===== src/rtl/stopwatch_ctrl_if.sv =====
// stopwatch_ctrl_if: pushbutton, counter-pair and display signals of the stopwatch controller.
// The controller connects through the slave modport; the button/counter side uses master.
interface stopwatch_ctrl_if;
    logic       pb_start;
    logic       pb_rst_debounced;
    logic       pb_lap;
    logic       pb_inc;
    logic       mode_enable;
    logic [3:0] cnt_digit1;
    logic [3:0] cnt_digit0;
    logic       carry_min;
    logic       count_en;
    logic       counter_rst;
    logic [3:0] init_1;
    logic [3:0] init_0;
    logic [3:0] minutes;
    logic [3:0] disp_digit1;
    logic [3:0] disp_digit0;
    logic [1:0] state;

    modport master (
        output pb_start, pb_rst_debounced, pb_lap, pb_inc, mode_enable,
        output cnt_digit1, cnt_digit0, carry_min,
        input  count_en, counter_rst, init_1, init_0, minutes,
        input  disp_digit1, disp_digit0, state
    );

    modport slave (
        input  pb_start, pb_rst_debounced, pb_lap, pb_inc, mode_enable,
        input  cnt_digit1, cnt_digit0, carry_min,
        output count_en, counter_rst, init_1, init_0, minutes,
        output disp_digit1, disp_digit0, state
    );
endinterface


===== src/rtl/stopwatch_ctrl.sv =====
// stopwatch_ctrl: control FSM for the Lab6 BCD seconds counter (tick, load, minutes, display).
// Build option: define LAP_EN to include the lap-freeze registers and display path.
module stopwatch_ctrl #(
    parameter int TICK_CNT = 100000000,
    parameter int PRESC_W  = 27
) (
    input  logic           clk,
    input  logic           rst_n,
    stopwatch_ctrl_if.slave bus
);
    localparam logic [1:0] S_IDLE  = 2'b00;
    localparam logic [1:0] S_RUN   = 2'b01;
    localparam logic [1:0] S_PAUSE = 2'b10;
    localparam logic [1:0] S_SET   = 2'b11;
    localparam logic [PRESC_W-1:0] PRESC_LAST = PRESC_W'(TICK_CNT - 1);

    logic [1:0]         r_state;
    logic [PRESC_W-1:0] r_presc;
    logic               r_counter_rst;
    logic [3:0]         r_init_1;
    logic [3:0]         r_init_0;
    logic [3:0]         r_minutes;
    logic               w_tick;
    logic [3:0]         w_disp1;
    logic [3:0]         w_disp0;

    function automatic logic [7:0] bcd_sec_inc(input logic [3:0] tens, input logic [3:0] units);
        if (units >= 4'd9) begin
            if (tens >= 4'd5) return 8'h00;
            return {tens + 4'd1, 4'd0};
        end
        return {tens, units + 4'd1};
    endfunction

    function automatic logic [3:0] bcd_min_inc(input logic [3:0] m);
        return (m >= 4'd9) ? 4'd0 : m + 4'd1;
    endfunction

    assign w_tick = (r_state == S_RUN) && (r_presc == PRESC_LAST);

    always_ff @(posedge clk or negedge rst_n) begin
        if (!rst_n) begin
            r_state       <= S_IDLE;
            r_presc       <= '0;
            r_counter_rst <= 1'b0;
            r_init_1      <= 4'd0;
            r_init_0      <= 4'd0;
            r_minutes     <= 4'd0;
        end else begin
            r_counter_rst <= 1'b0;
            if (w_tick && bus.carry_min)
                r_minutes <= bcd_min_inc(r_minutes);
            case (r_state)
                S_IDLE: begin
                    r_presc <= '0;
                    if (bus.pb_rst_debounced) begin
                        r_counter_rst <= 1'b1;
                        r_minutes     <= 4'd0;
                    end else if (bus.pb_start) begin
                        r_state <= S_RUN;
                    end else if (bus.mode_enable) begin
                        r_state <= S_SET;
                    end
                end
                S_RUN: begin
                    if (bus.pb_rst_debounced) begin
                        r_state       <= S_IDLE;
                        r_counter_rst <= 1'b1;
                        r_presc       <= '0;
                        r_minutes     <= 4'd0;
                    end else if (bus.pb_start) begin
                        // A tick issued while pausing completes the period, so restart from 0.
                        r_state <= S_PAUSE;
                        r_presc <= w_tick ? '0 : r_presc;
                    end else begin
                        r_presc <= w_tick ? '0 : r_presc + 1'b1;
                    end
                end
                S_PAUSE: begin
                    if (bus.pb_rst_debounced) begin
                        r_state       <= S_IDLE;
                        r_counter_rst <= 1'b1;
                        r_presc       <= '0;
                        r_minutes     <= 4'd0;
                    end else if (bus.pb_start) begin
                        r_state <= S_RUN;
                    end
                end
                default: begin
                    if (bus.pb_rst_debounced) begin
                        r_init_1 <= 4'd0;
                        r_init_0 <= 4'd0;
                    end else if (!bus.mode_enable) begin
                        r_state       <= S_IDLE;
                        r_counter_rst <= 1'b1;
                    end else if (bus.pb_inc) begin
                        {r_init_1, r_init_0} <= bcd_sec_inc(r_init_1, r_init_0);
                    end
                end
            endcase
        end
    end

`ifdef LAP_EN
    logic       r_lap_hold;
    logic [3:0] r_lap_1;
    logic [3:0] r_lap_0;
    logic       w_lap_press;

    // pb_lap only acts when no higher-priority button is pressed in the same cycle.
    assign w_lap_press = bus.pb_lap && !bus.pb_rst_debounced && !bus.pb_start;

    always_ff @(posedge clk or negedge rst_n) begin
        if (!rst_n) begin
            r_lap_hold <= 1'b0;
            r_lap_1    <= 4'd0;
            r_lap_0    <= 4'd0;
        end else if (bus.pb_rst_debounced && (r_state != S_SET)) begin
            r_lap_hold <= 1'b0;
        end else if (w_lap_press && (r_state == S_RUN) && !r_lap_hold) begin
            r_lap_hold <= 1'b1;
            r_lap_1    <= bus.cnt_digit1;
            r_lap_0    <= bus.cnt_digit0;
        end else if (w_lap_press && r_lap_hold &&
                     ((r_state == S_RUN) || (r_state == S_PAUSE))) begin
            r_lap_hold <= 1'b0;
        end
    end

    always_comb begin
        w_disp1 = bus.cnt_digit1;
        w_disp0 = bus.cnt_digit0;
        if (r_lap_hold) begin
            w_disp1 = r_lap_1;
            w_disp0 = r_lap_0;
        end else if (r_state == S_SET) begin
            w_disp1 = r_init_1;
            w_disp0 = r_init_0;
        end
    end
`else
    logic w_unused_lap;
    assign w_unused_lap = bus.pb_lap;

    always_comb begin
        w_disp1 = bus.cnt_digit1;
        w_disp0 = bus.cnt_digit0;
        if (r_state == S_SET) begin
            w_disp1 = r_init_1;
            w_disp0 = r_init_0;
        end
    end
`endif

    assign bus.count_en    = w_tick;
    assign bus.counter_rst = r_counter_rst;
    assign bus.init_1      = r_init_1;
    assign bus.init_0      = r_init_0;
    assign bus.minutes     = r_minutes;
    assign bus.disp_digit1 = w_disp1;
    assign bus.disp_digit0 = w_disp0;
    assign bus.state       = r_state;
endmodule


===== src/flat_wrapper.sv =====
// flat-port wrapper written by rule: the top's interface ports become plain ports
module stopwatch_ctrl_flat 
#(
    parameter int TICK_CNT = 100000000,
    parameter int PRESC_W  = 27
)
  (clk, rst_n, bus_pb_start, bus_pb_rst_debounced, bus_pb_lap, bus_pb_inc, bus_mode_enable, bus_cnt_digit1, bus_cnt_digit0, bus_carry_min, bus_count_en, bus_counter_rst, bus_init_1, bus_init_0, bus_minutes, bus_disp_digit1, bus_disp_digit0, bus_state);
  stopwatch_ctrl_if bus_i ();
  input  logic clk;
  input  logic rst_n;
  input wire logic [$bits(bus_i.pb_start)-1:0] bus_pb_start;
  input wire logic [$bits(bus_i.pb_rst_debounced)-1:0] bus_pb_rst_debounced;
  input wire logic [$bits(bus_i.pb_lap)-1:0] bus_pb_lap;
  input wire logic [$bits(bus_i.pb_inc)-1:0] bus_pb_inc;
  input wire logic [$bits(bus_i.mode_enable)-1:0] bus_mode_enable;
  input wire logic [$bits(bus_i.cnt_digit1)-1:0] bus_cnt_digit1;
  input wire logic [$bits(bus_i.cnt_digit0)-1:0] bus_cnt_digit0;
  input wire logic [$bits(bus_i.carry_min)-1:0] bus_carry_min;
  output wire logic [$bits(bus_i.count_en)-1:0] bus_count_en;
  output wire logic [$bits(bus_i.counter_rst)-1:0] bus_counter_rst;
  output wire logic [$bits(bus_i.init_1)-1:0] bus_init_1;
  output wire logic [$bits(bus_i.init_0)-1:0] bus_init_0;
  output wire logic [$bits(bus_i.minutes)-1:0] bus_minutes;
  output wire logic [$bits(bus_i.disp_digit1)-1:0] bus_disp_digit1;
  output wire logic [$bits(bus_i.disp_digit0)-1:0] bus_disp_digit0;
  output wire logic [$bits(bus_i.state)-1:0] bus_state;
  assign bus_i.pb_start = bus_pb_start;
  assign bus_i.pb_rst_debounced = bus_pb_rst_debounced;
  assign bus_i.pb_lap = bus_pb_lap;
  assign bus_i.pb_inc = bus_pb_inc;
  assign bus_i.mode_enable = bus_mode_enable;
  assign bus_i.cnt_digit1 = bus_cnt_digit1;
  assign bus_i.cnt_digit0 = bus_cnt_digit0;
  assign bus_i.carry_min = bus_carry_min;
  assign bus_count_en = bus_i.count_en;
  assign bus_counter_rst = bus_i.counter_rst;
  assign bus_init_1 = bus_i.init_1;
  assign bus_init_0 = bus_i.init_0;
  assign bus_minutes = bus_i.minutes;
  assign bus_disp_digit1 = bus_i.disp_digit1;
  assign bus_disp_digit0 = bus_i.disp_digit0;
  assign bus_state = bus_i.state;
  stopwatch_ctrl #(.TICK_CNT(TICK_CNT), .PRESC_W(PRESC_W)) u_core (.clk(clk), .rst_n(rst_n), .bus(bus_i));
endmodule

===== config.mk =====
export PLATFORM = sky130hd
export DESIGN_NAME = stopwatch_ctrl_flat
export DESIGN_NICKNAME = d
export VERILOG_FILES = /design/src/rtl/stopwatch_ctrl_if.sv /design/src/rtl/stopwatch_ctrl.sv /design/src/flat_wrapper.sv
export SDC_FILE = /design/constraint.sdc
export NUM_CORES = 1
export LEC_CHECK = 0
export CORE_ASPECT_RATIO = 1.75
export CORE_UTILIZATION = 45
export DETAILED_ROUTE_END_ITERATION = 7
export GPL_TIMING_DRIVEN = 0
export PLACE_DENSITY_LB_ADDON = 0.12
export SETUP_SLACK_MARGIN = 0.02
export SYNTH_ARGS = -nofsm -noshare
export SYNTH_HDL_FRONTEND = slang
export SYNTH_SLANG_ARGS = --single-unit

===== constraint.sdc =====
create_clock -name clk -period 2 [get_ports clk]
set_input_delay 0.3 -clock clk [delete_from_list [all_inputs] [get_ports clk]]
set_output_delay 0.3 -clock clk [all_outputs]
set_load 0.01 [all_outputs]

==> out/metrics.csv, run 1 <==
metric,value,unit
status,"complete, but fails checks",
failing checks,setup timing,
first-pass GRT wire length,11700,um
Detailed Routing Iterations Pass 1,4,
Worst Path Arrival,1.94,ns
global-route usage over all layers,0.248,
violation count after the first detailed-routing iteration,82,
via count normalized by instance count,5.46,
Slew @ Worst Pin,0.583,ns
area fraction of the dominant cell type after synthesis,0.390,
total detailed-routing wirelength,7180,um
FF-to-FF path depth,8,
max-slew violation count,0,
source-to-sink clock delay at the later pin of the worst-skew pair,0.31,ns
effective utilization at floorplan,0.475,
Placed Cells incl. Taps,415,
H-tree lvl count,2,
post-synthesis net count,330,
relative slew slack,0.611,
Filler Cells Inserted,523,
sinks on the clock net,42,
Longest Clk Path Bufs,2,
Critical Path Fanout Max,2,
instance count of the mapped netlist,300,
Worst setup EP type,output pin,
CTS Buf Count,5,
HPWL after detailed placement,4840,um
maximum clock skew at final layout,0.0116,ns
total setup violations reported at the end of the flow,26,
Die Outline Area,6310,sq um
top area cells in the synthesized netlist,"dfrtp_1, ha_1, xnor2_1",
vias in the first global route,2540,
DR WL/cell,16.0,um
number of design rule violations left after detail routing,0,
Startpoint Class,register,
remaining antenna violation count after routing,0,
CTS root buffer,clkbuf_8,
share of post-route cells with drive strength above 1,0.272,
peak supply drop,0.705,mV
average instance area after synthesis,8.98,sq um
largest area contributor in the netlist,dfrtp_1,
worst setup path endpoint,bus_count_en,
clock tree from TritonCTS,done,
count of different cell masters after synthesis,48,
number of I/O pins,40,
total power per unit cell area,813,nW/um^2
RSZ-0062 raised after global routing,yes,
count of max-cap constraint violations,0,
remaining global-route overflow,0,
Final Hold Viols,0,
synth warn,0,
IO Port Bufs,38,
share of synthesized area occupied by flip-flops and latches,0.390,
signed area change from the synthesized netlist to the final layout,38.1,%
post-route fraction of the period consumed by the critical path,1.12,
final worst setup slack,-0.239,ns
count of standard-cell rows,36,
Final GP Congestion,0.800,
post-placement setup slack,-0.495,ns
achievable clock frequency,447,MHz
via count,2448,
leakage dissipation,1.59,nW
vertical extent of the die,104,um
endpoint of the most critical register-to-register path,u_core.bus.minutes[0],
launch point of the worst path,u_core.r_presc[10],
launch point of the worst reg-to-reg path,u_core.r_presc[10],
die width,60.5,um
Critical Path RT,1.70,ns
Worst R2R Setup Slack,-0.22,ns
pin count of the biggest net entering global routing,34,
clock input transition at the sequential cells of the worst setup and hold paths,0.09,ns
post-layout minimum cycle time,2.24,ns
Diodes inserted,0,
post-route non-filler standard cell count,448,
sum of negative setup slack,-2.08,ns
#FFs+latches synth,42,
type of the worst setup path,reg2out,
worst min-delay path class,in2async,
core outline area,5680,sq um
cell area after synthesis,2690,sq um
antenna violations before repair,0,
total number of nets in the final design,402,
[synth_stat cells, drive strengths merged]
library cell / count
nor3b: 1
xor2: 3
a21o: 1
o21ai: 12
a21oi: 10
buf: 7
o21bai: 1
o31ai: 1
and2: 2
dfrtp: 42
inv: 26
and4: 1
or3: 6
mux2: 9
nor3: 11
a211oi: 1
mux2i: 4
o22ai: 5
nand2b: 4
nor2b: 3
or3b: 2
a21boi: 1
clkbuf: 5
or2: 4
o41ai: 1
nor4: 12
nand3: 17
ha: 14
or4bb: 1
xnor2: 16
a31oi: 2
nor2: 32
or4b: 1
o211ai: 4
nand2: 26
and3: 3
nand4: 8
a41oi: 1
[area by class of cell]
cell class / count / area [sq um] / area share
tap: 76 / 95.1 / 0.0256
multi-input combinational: 220 / 1690 / 0.455
clock buffer: 7 / 76.3 / 0.0205
buffer: 7 / 86.3 / 0.0232
inverter: 26 / 97.6 / 0.0262
sequential: 42 / 1060 / 0.284
timing repair buffer: 70 / 617 / 0.166
[flip-flops by register name, summed over array words and instances (netlist names)]
signal / count
u_core.bus.init_0: 4
u_core.bus.counter_rst: 1
u_core.r_presc: 27
u_core.bus.minutes: 4
u_core.bus.state: 2
u_core.bus.init_1: 4
[placed cells by master, fill, tap and decap left out, types with 5 or more instances in the layout]
master | netlist | final
buf_2 | 2 | 7
o21ai_0 | 11 | 10
a21oi_1 | 10 | 9
buf_4 | 0 | 26
inv_1 | 26 | 26
nand4_1 | 7 | 7
nand3_1 | 17 | 16
nand2_1 | 26 | 26
buf_6 | 4 | 8
clkdlybuf4s50_1 | 0 | 28
o22ai_1 | 5 | 5
ha_1 | 14 | 10
mux2_2 | 9 | 8
nor4_4 | 1 | 7
nor2_1 | 31 | 30
xnor2_1 | 16 | 16
dfrtp_1 | 42 | 38
clkbuf_8 | 0 | 5
[cells by family after synthesis]
family	after synthesis	synth area share
and+or+nand+nor	134	0.277
DFF	42	0.390
AOI/OAI and AO/OA	40	0.0887
xor gates and xnor gates	19	0.0618
buffers and inverters	38	0.0650
adders and majority gates	14	0.0650
muxes	13	0.0525
[where the power goes]
group / switching [W] / internal [W] / total (W)
Combinational: 0.000695 / 0.000719 / 0.00141
Clock: 0.000305 / 0.000241 / 0.000546
Sequential: 0.000123 / 0.000943 / 0.00107
[layer usage]
layer,share of wire,GRT usage,vias up
li1,-,-,1178
met1,0.37,0.251,1212
met2,0.58,0.462,44
met3,0.025,0.0361,14
met4,0.026,0.114,0
met5,0,0,-
[worst min path at each step]
stage	startpoint	endpoint	cells past startpoint
2_1_floorplan	rst_n	u_core.bus.counter_rst	0
3_3_place_gp	u_core.r_presc[4]	u_core.r_presc[4]	1
3_5_place_dp	rst_n	u_core.r_presc[7]	1
4_1_cts	rst_n	u_core.r_presc[2]	2
5_1_grt	rst_n	u_core.r_presc[1]	2
6_report	rst_n	u_core.r_presc[1]	2
[through the flow]
stage	total power, W	instance area (sq um)	utilization	hold WS (ns)
6_report	0.00303	3720	0.655	0.382
5_1_grt	0.00322	3720	0.655	0.427
4_1_cts	0.00297	3540	0.625	0.394
3_5_place_dp	0.00232	3220	0.567	0.191
3_3_place_gp	0.00230	3200	0.564	0.507
2_1_floorplan	0.00180	2730	-	0.00441
[critical path: stages (launching register included)]
cell and delay (ns):
dfrtp_2 0.41, or4bb_4 0.57, nor4_4 0.34, nand3_2 0.13, inv_1 0.07, buf_2 0.12
[timing repair]
action | in CTS | in global routing
hold buffers | 1 | 0
pin swaps | 12 | 11
cloned | 0 | 0
setup endpoints to repair | 44 | 38
setup buffers | 14 | 18
hold endpoints to repair | 9 | 0
resized for setup | 68 | 17
(Power assumes the default switching activity.)
==> run 2, diff against run 1 <==
--- a/config.mk
+++ b/config.mk
@@ -11,6 +11,7 @@
 export GPL_TIMING_DRIVEN = 0
 export PLACE_DENSITY_LB_ADDON = 0.12
 export SETUP_SLACK_MARGIN = 0.02
+export SKIP_CTS_REPAIR_TIMING = 1
 export SYNTH_ARGS = -nofsm -noshare
 export SYNTH_HDL_FRONTEND = slang
 export SYNTH_SLANG_ARGS = --single-unit
==> run 2 against run 1 <==
Against the previous run: largest cell class unchanged; utilization shrank 2.7 points; flip-flop and latch count is the same; the flow still finishes with violations (setup timing); non-clock buffer count shrank 17; wire length shrank 4.2%; cell area shrank 4.2%; setup slack lost 0.058 ns; die area is the same; critical endpoint unchanged.
==> out/metrics.csv, run 2 (synthesized netlist as in run 1, its figures left out) <==
metric,value,unit
Largest register FFs,27,
met1 usage in global routing,0.229,
Startpoint Class,register,
peak supply drop,0.641,mV
source-to-sink clock delay at the later pin of the worst-skew pair,0.31,ns
H-tree lvl count,2,
Critical Path Fanout Max,5,
first-pass GRT wire length,10800,um
core outline area,5680,sq um
Die Outline Area,6310,sq um
Slew @ Worst Pin,0.576,ns
RSZ-0062 raised after global routing,yes,
global routing usage on met2,0.422,
post-placement setup slack,-0.495,ns
number of I/O pins,40,
pin count of the biggest net entering global routing,34,
global-route usage over all layers,0.227,
status,"complete, but fails checks",
effective utilization at floorplan,0.475,
type of the worst setup path,reg2out,
"leading cell type in the layout, fill and taps excluded",dfrtp_1,
Critical Path RT,1.70,ns
total detailed-routing wirelength,6880,um
worst path cell trace,or4bb_4 > nor4_4 > nand3_2 > inv_2 > buf_6,
IO Port Bufs,38,
CTS root buffer,clkbuf_8,
cell type of the slowest stage on the worst timing path,or4bb_4,
leakage dissipation,1.49,nW
antenna violations before repair,0,
Filler Cells Inserted,535,
Diodes inserted,0,
signed area change from the synthesized netlist to the final layout,32.3,%
total setup violations reported at the end of the flow,29,
most frequent cells in the layout,"dfrtp_1, nor2_1, clkdlybuf4s50_1, inv_1, nand2_1",
count of standard-cell rows,36,
max-slew violation count,0,
relative slew slack,0.616,
count of max-cap constraint violations,0,
vias in the first global route,2386,
Final GP Congestion,0.800,
count of cell instances traversed by the critical path,5,
Longest Clk Path Bufs,2,
total number of nets in the final design,385,
met3 Resource Use GR,0.0386,
die width,60.5,um
Crit path max-delay family,simple AND/OR/NAND/NOR gates,
post-layout minimum cycle time,2.30,ns
Placed Cells incl. Taps,415,
Detailed Routing Iterations Pass 1,4,
total power per unit cell area,825,nW/um^2
Final Hold Viols,0,
failing checks,setup timing,
clock input transition at the sequential cells of the worst setup and hold paths,0.08,ns
largest incremental delay on the critical path,0.58,ns
Worst Path Arrival,2.00,ns
worst min-delay path class,in2async,
total buffers and inverters traversed by the critical path,2,
vertical extent of the die,104,um
via count normalized by instance count,5.47,
post-route non-filler standard cell count,431,
achievable clock frequency,435,MHz
launch point of the worst reg-to-reg path,u_core.bus.state[1],
sum of negative setup slack,-3.08,ns
via count,2357,
number of design rule violations left after detail routing,0,
FF-to-FF path depth,7,
Worst R2R Setup Slack,-0.15,ns
clock tree from TritonCTS,done,
violation count after the first detailed-routing iteration,97,
remaining antenna violation count after routing,0,
final worst setup slack,-0.297,ns
remaining global-route overflow,0,
endpoint of the most critical register-to-register path,u_core.r_presc[20],
share of post-route cells with drive strength above 1,0.231,
register name with the most flops,u_core.r_presc,
post-route fraction of the period consumed by the critical path,1.15,
Worst setup EP type,output pin,
sinks on the clock net,42,
CTS Buf Count,5,
Hold WS,0.388,ns
layer with the highest usage after global routing,met2,
DR WL/cell,16.0,um
maximum clock skew at final layout,0.0100,ns
total power,0.00294,W
HPWL after detailed placement,4840,um
-- run 2: changes by cell type in the layout (fill, tap and decap cells not counted), moves of 2 or more --
cell,before,now
buf_4,26,10
buf_2,7,1
clkbuf_2,0,6
buf_6,8,4
nor4_2,3,6
buf_8,0,2
clkdlybuf4s15_1,2,0
dlymetal6s2s_1,0,2
ha_1,10,12
ha_4,2,0
nor4_4,7,5
-- run 2: layer usage --
metal | routed length (um) | vias up
li1 | - | 1145
met4 | 170 | 0
met3 | 210 | 11
met1 | 2540 | 1148
met5 | 0 | -
met2 | 3960 | 53
-- run 2: final cells by class --
class                      instances  area [sq um]  share of cell area
multi-input combinational        220          1640               0.461
sequential                        42          1050               0.296
timing repair buffer              52           507               0.142
inverter                          26          97.6              0.0274
tap                               76          95.1              0.0267
buffer                             8          91.3              0.0256
clock buffer                       7          76.3              0.0214
-- run 2: how the worst max path moves through the flow --
stage / start / end / slack [ns]
6_report: u_core.r_presc[10] / bus_count_en / -0.30
5_1_grt: u_core.r_presc[10] / bus_count_en / -0.35
4_1_cts: u_core.r_presc[9] / bus_count_en / -0.85
3_5_place_dp: u_core.r_presc[9] / bus_count_en / -0.50
3_3_place_gp: rst_n / u_core.bus.init_1[0] / -0.56
2_1_floorplan: u_core.bus.state[0] / u_core.r_presc[19] / -0.09
-- run 2: power by group --
group	internal [W]	switching (W)	total (W)
Combinational	0.000659	0.000680	0.00134
Sequential	0.000943	0.000118	0.00106
Clock	0.000241	0.000300	0.000541
-- run 2: stage by stage --
| stage | util | area [sq um] |
|---|---|---|
| finish | 0.628 | 3560 |
| global route | 0.628 | 3560 |
| detailed placement | 0.567 | 3220 |
| CTS | 0.580 | 3290 |
| floorplan | - | 2730 |
| global placement | 0.564 | 3200 |
==> run 3, diff against run 2 <==
--- a/config.mk
+++ b/config.mk
@@ -10,6 +10,7 @@
 export DETAILED_ROUTE_END_ITERATION = 7
 export GPL_TIMING_DRIVEN = 0
 export PLACE_DENSITY_LB_ADDON = 0.12
+export REMOVE_ABC_BUFFERS = 1
 export SETUP_SLACK_MARGIN = 0.02
 export SKIP_CTS_REPAIR_TIMING = 1
 export SYNTH_ARGS = -nofsm -noshare
==> run 3 against run 2 <==
Against the previous run: the flow still finishes with violations (setup timing); clock power grew 7.4%; sequential power is essentially flat; utilization shrank 0.40 points; clock skew shrank 0.0021 ns; first-iteration DRC count grew 10%; via count grew 1.9%; non-clock buffer count shrank 7; fmax shrank 0.64%; critical endpoint unchanged.
==> out/metrics.csv, run 3 (synthesized netlist as in run 1, its figures left out) <==
metric,value,unit
total power per unit cell area,842,nW/um^2
launch point of the worst path,u_core.r_presc[10],
via count normalized by instance count,5.64,
final worst setup slack,-0.312,ns
remaining global-route overflow,0,
"leading cell type in the layout, fill and taps excluded",dfrtp_1,
RSZ-0062 raised after global routing,yes,
relative slew slack,0.492,
leakage dissipation,1.53,nW
Slew @ Worst Pin,0.762,ns
Worst Path Arrival,2.01,ns
register name with the most flops,u_core.r_presc,
clock input transition at the sequential cells of the worst setup and hold paths,0.09,ns
Diodes inserted,0,
most frequent cells in the layout,"dfrtp_1, nor2_1, clkdlybuf4s50_1, inv_1, nand2_1",
Filler Cells Inserted,531,
Startpoint Class,register,
core outline area,5680,sq um
type of the worst setup path,reg2out,
vertical extent of the die,104,um
number of I/O pins,40,
pin count of the biggest net entering global routing,31,
antenna violations before repair,0,
post-route non-filler standard cell count,426,
total number of nets in the final design,379,
violation count after the first detailed-routing iteration,107,
Worst setup EP type,output pin,
Final Hold Viols,0,
Detailed Routing Iterations Pass 1,4,
Critical Path Fanout Max,5,
source-to-sink clock delay at the later pin of the worst-skew pair,0.30,ns
vias in the first global route,2288,
DR WL/cell,15.8,um
post-route core utilization,0.624,
Die Outline Area,6310,sq um
total setup violations reported at the end of the flow,30,
Crit path max-delay family,simple AND/OR/NAND/NOR gates,
via count,2402,
remaining antenna violation count after routing,0,
global-route usage over all layers,0.214,
CTS root buffer,clkbuf_8,
peak supply drop,0.551,mV
HPWL after detailed placement,4640,um
number of design rule violations left after detail routing,0,
IO Port Bufs,38,
maximum clock skew at final layout,0.00788,ns
Placed Cells incl. Taps,403,
total buffers and inverters traversed by the critical path,2,
Longest Clk Path Bufs,2,
first-pass GRT wire length,10500,um
signed area change from the synthesized netlist to the final layout,31.5,%
max-slew violation count,0,
Largest register FFs,27,
failing checks,setup timing,
clock tree from TritonCTS,done,
share of post-route cells with drive strength above 1,0.209,
die width,60.5,um
achievable clock frequency,433,MHz
count of standard-cell rows,36,
launch point of the worst reg-to-reg path,u_core.r_presc[0],
worst min-delay path class,in2async,
H-tree lvl count,2,
largest incremental delay on the critical path,0.57,ns
post-route fraction of the period consumed by the critical path,1.16,
count of max-cap constraint violations,0,
Final GP Congestion,0.798,
total detailed-routing wirelength,6730,um
cell type of the slowest stage on the worst timing path,or4bb_4,
sinks on the clock net,42,
CTS Buf Count,5,
status,"complete, but fails checks",
effective utilization at floorplan,0.475,
Critical Path RT,1.70,ns
worst path cell trace,or4bb_4 > nor4_4 > nand3_2 > inv_1 > buf_2,
post-layout minimum cycle time,2.31,ns
-- run 3: final cells by class --
class                   instances  area (sq um)  area share
multi-input cells             221          1650       0.465
flip-flops and latches         42          1060       0.299
repair buffers                 53           554       0.156
inverters                      26          97.6      0.0276
well taps                      76          95.1      0.0268
clock buffers                   7          86.3      0.0244
clock inverters                 1          5.00     0.00141
-- run 3: final timing paths --
kind | slack, ns | end | cells past startpoint
min in group clk | 0.52 | u_core.r_presc[4] | 1
worst max register to register | -0.26 | u_core.r_presc[21] | 6
worst min-delay path | 0.43 | u_core.r_presc[5] | 2
worst max-delay path | -0.31 | bus_count_en | 5
max in group asynchronous | 1.08 | u_core.bus.init_0[0] | 3
worst min register to register | 0.52 | u_core.r_presc[4] | 1
-- run 3: per-layer routing --
layer,track usage,share of wire
met3,0.0348,0.030
met2,0.390,0.58
met1,0.233,0.38
met4,0.0795,0.012
met5,0,0
-- run 3: power by group --
| group | switching, W | leakage [nW] | internal (W) |
|---|---|---|---|
| registers | 0.000139 | 0.567 | 0.000947 |
| clock network | 0.000302 | 0.0482 | 0.000279 |
| logic | 0.000681 | 0.915 | 0.000635 |
-- run 3: through the flow --
step                instance area (sq um)  setup WS (ns)  total power, W  TNS [ns]  hold WS, ns
floorplan                            2620         -0.324         0.00171     -3.36      0.00441
global placement                     3090         -0.673         0.00220    -40.14        0.510
detailed placement                   3110         -0.700         0.00222    -14.94        0.219
CTS                                  3200         -0.821         0.00280    -17.22      -0.0994
global route                         3540         -0.413         0.00315     -6.96        0.476
finish                               3540         -0.312         0.00298     -3.53        0.427
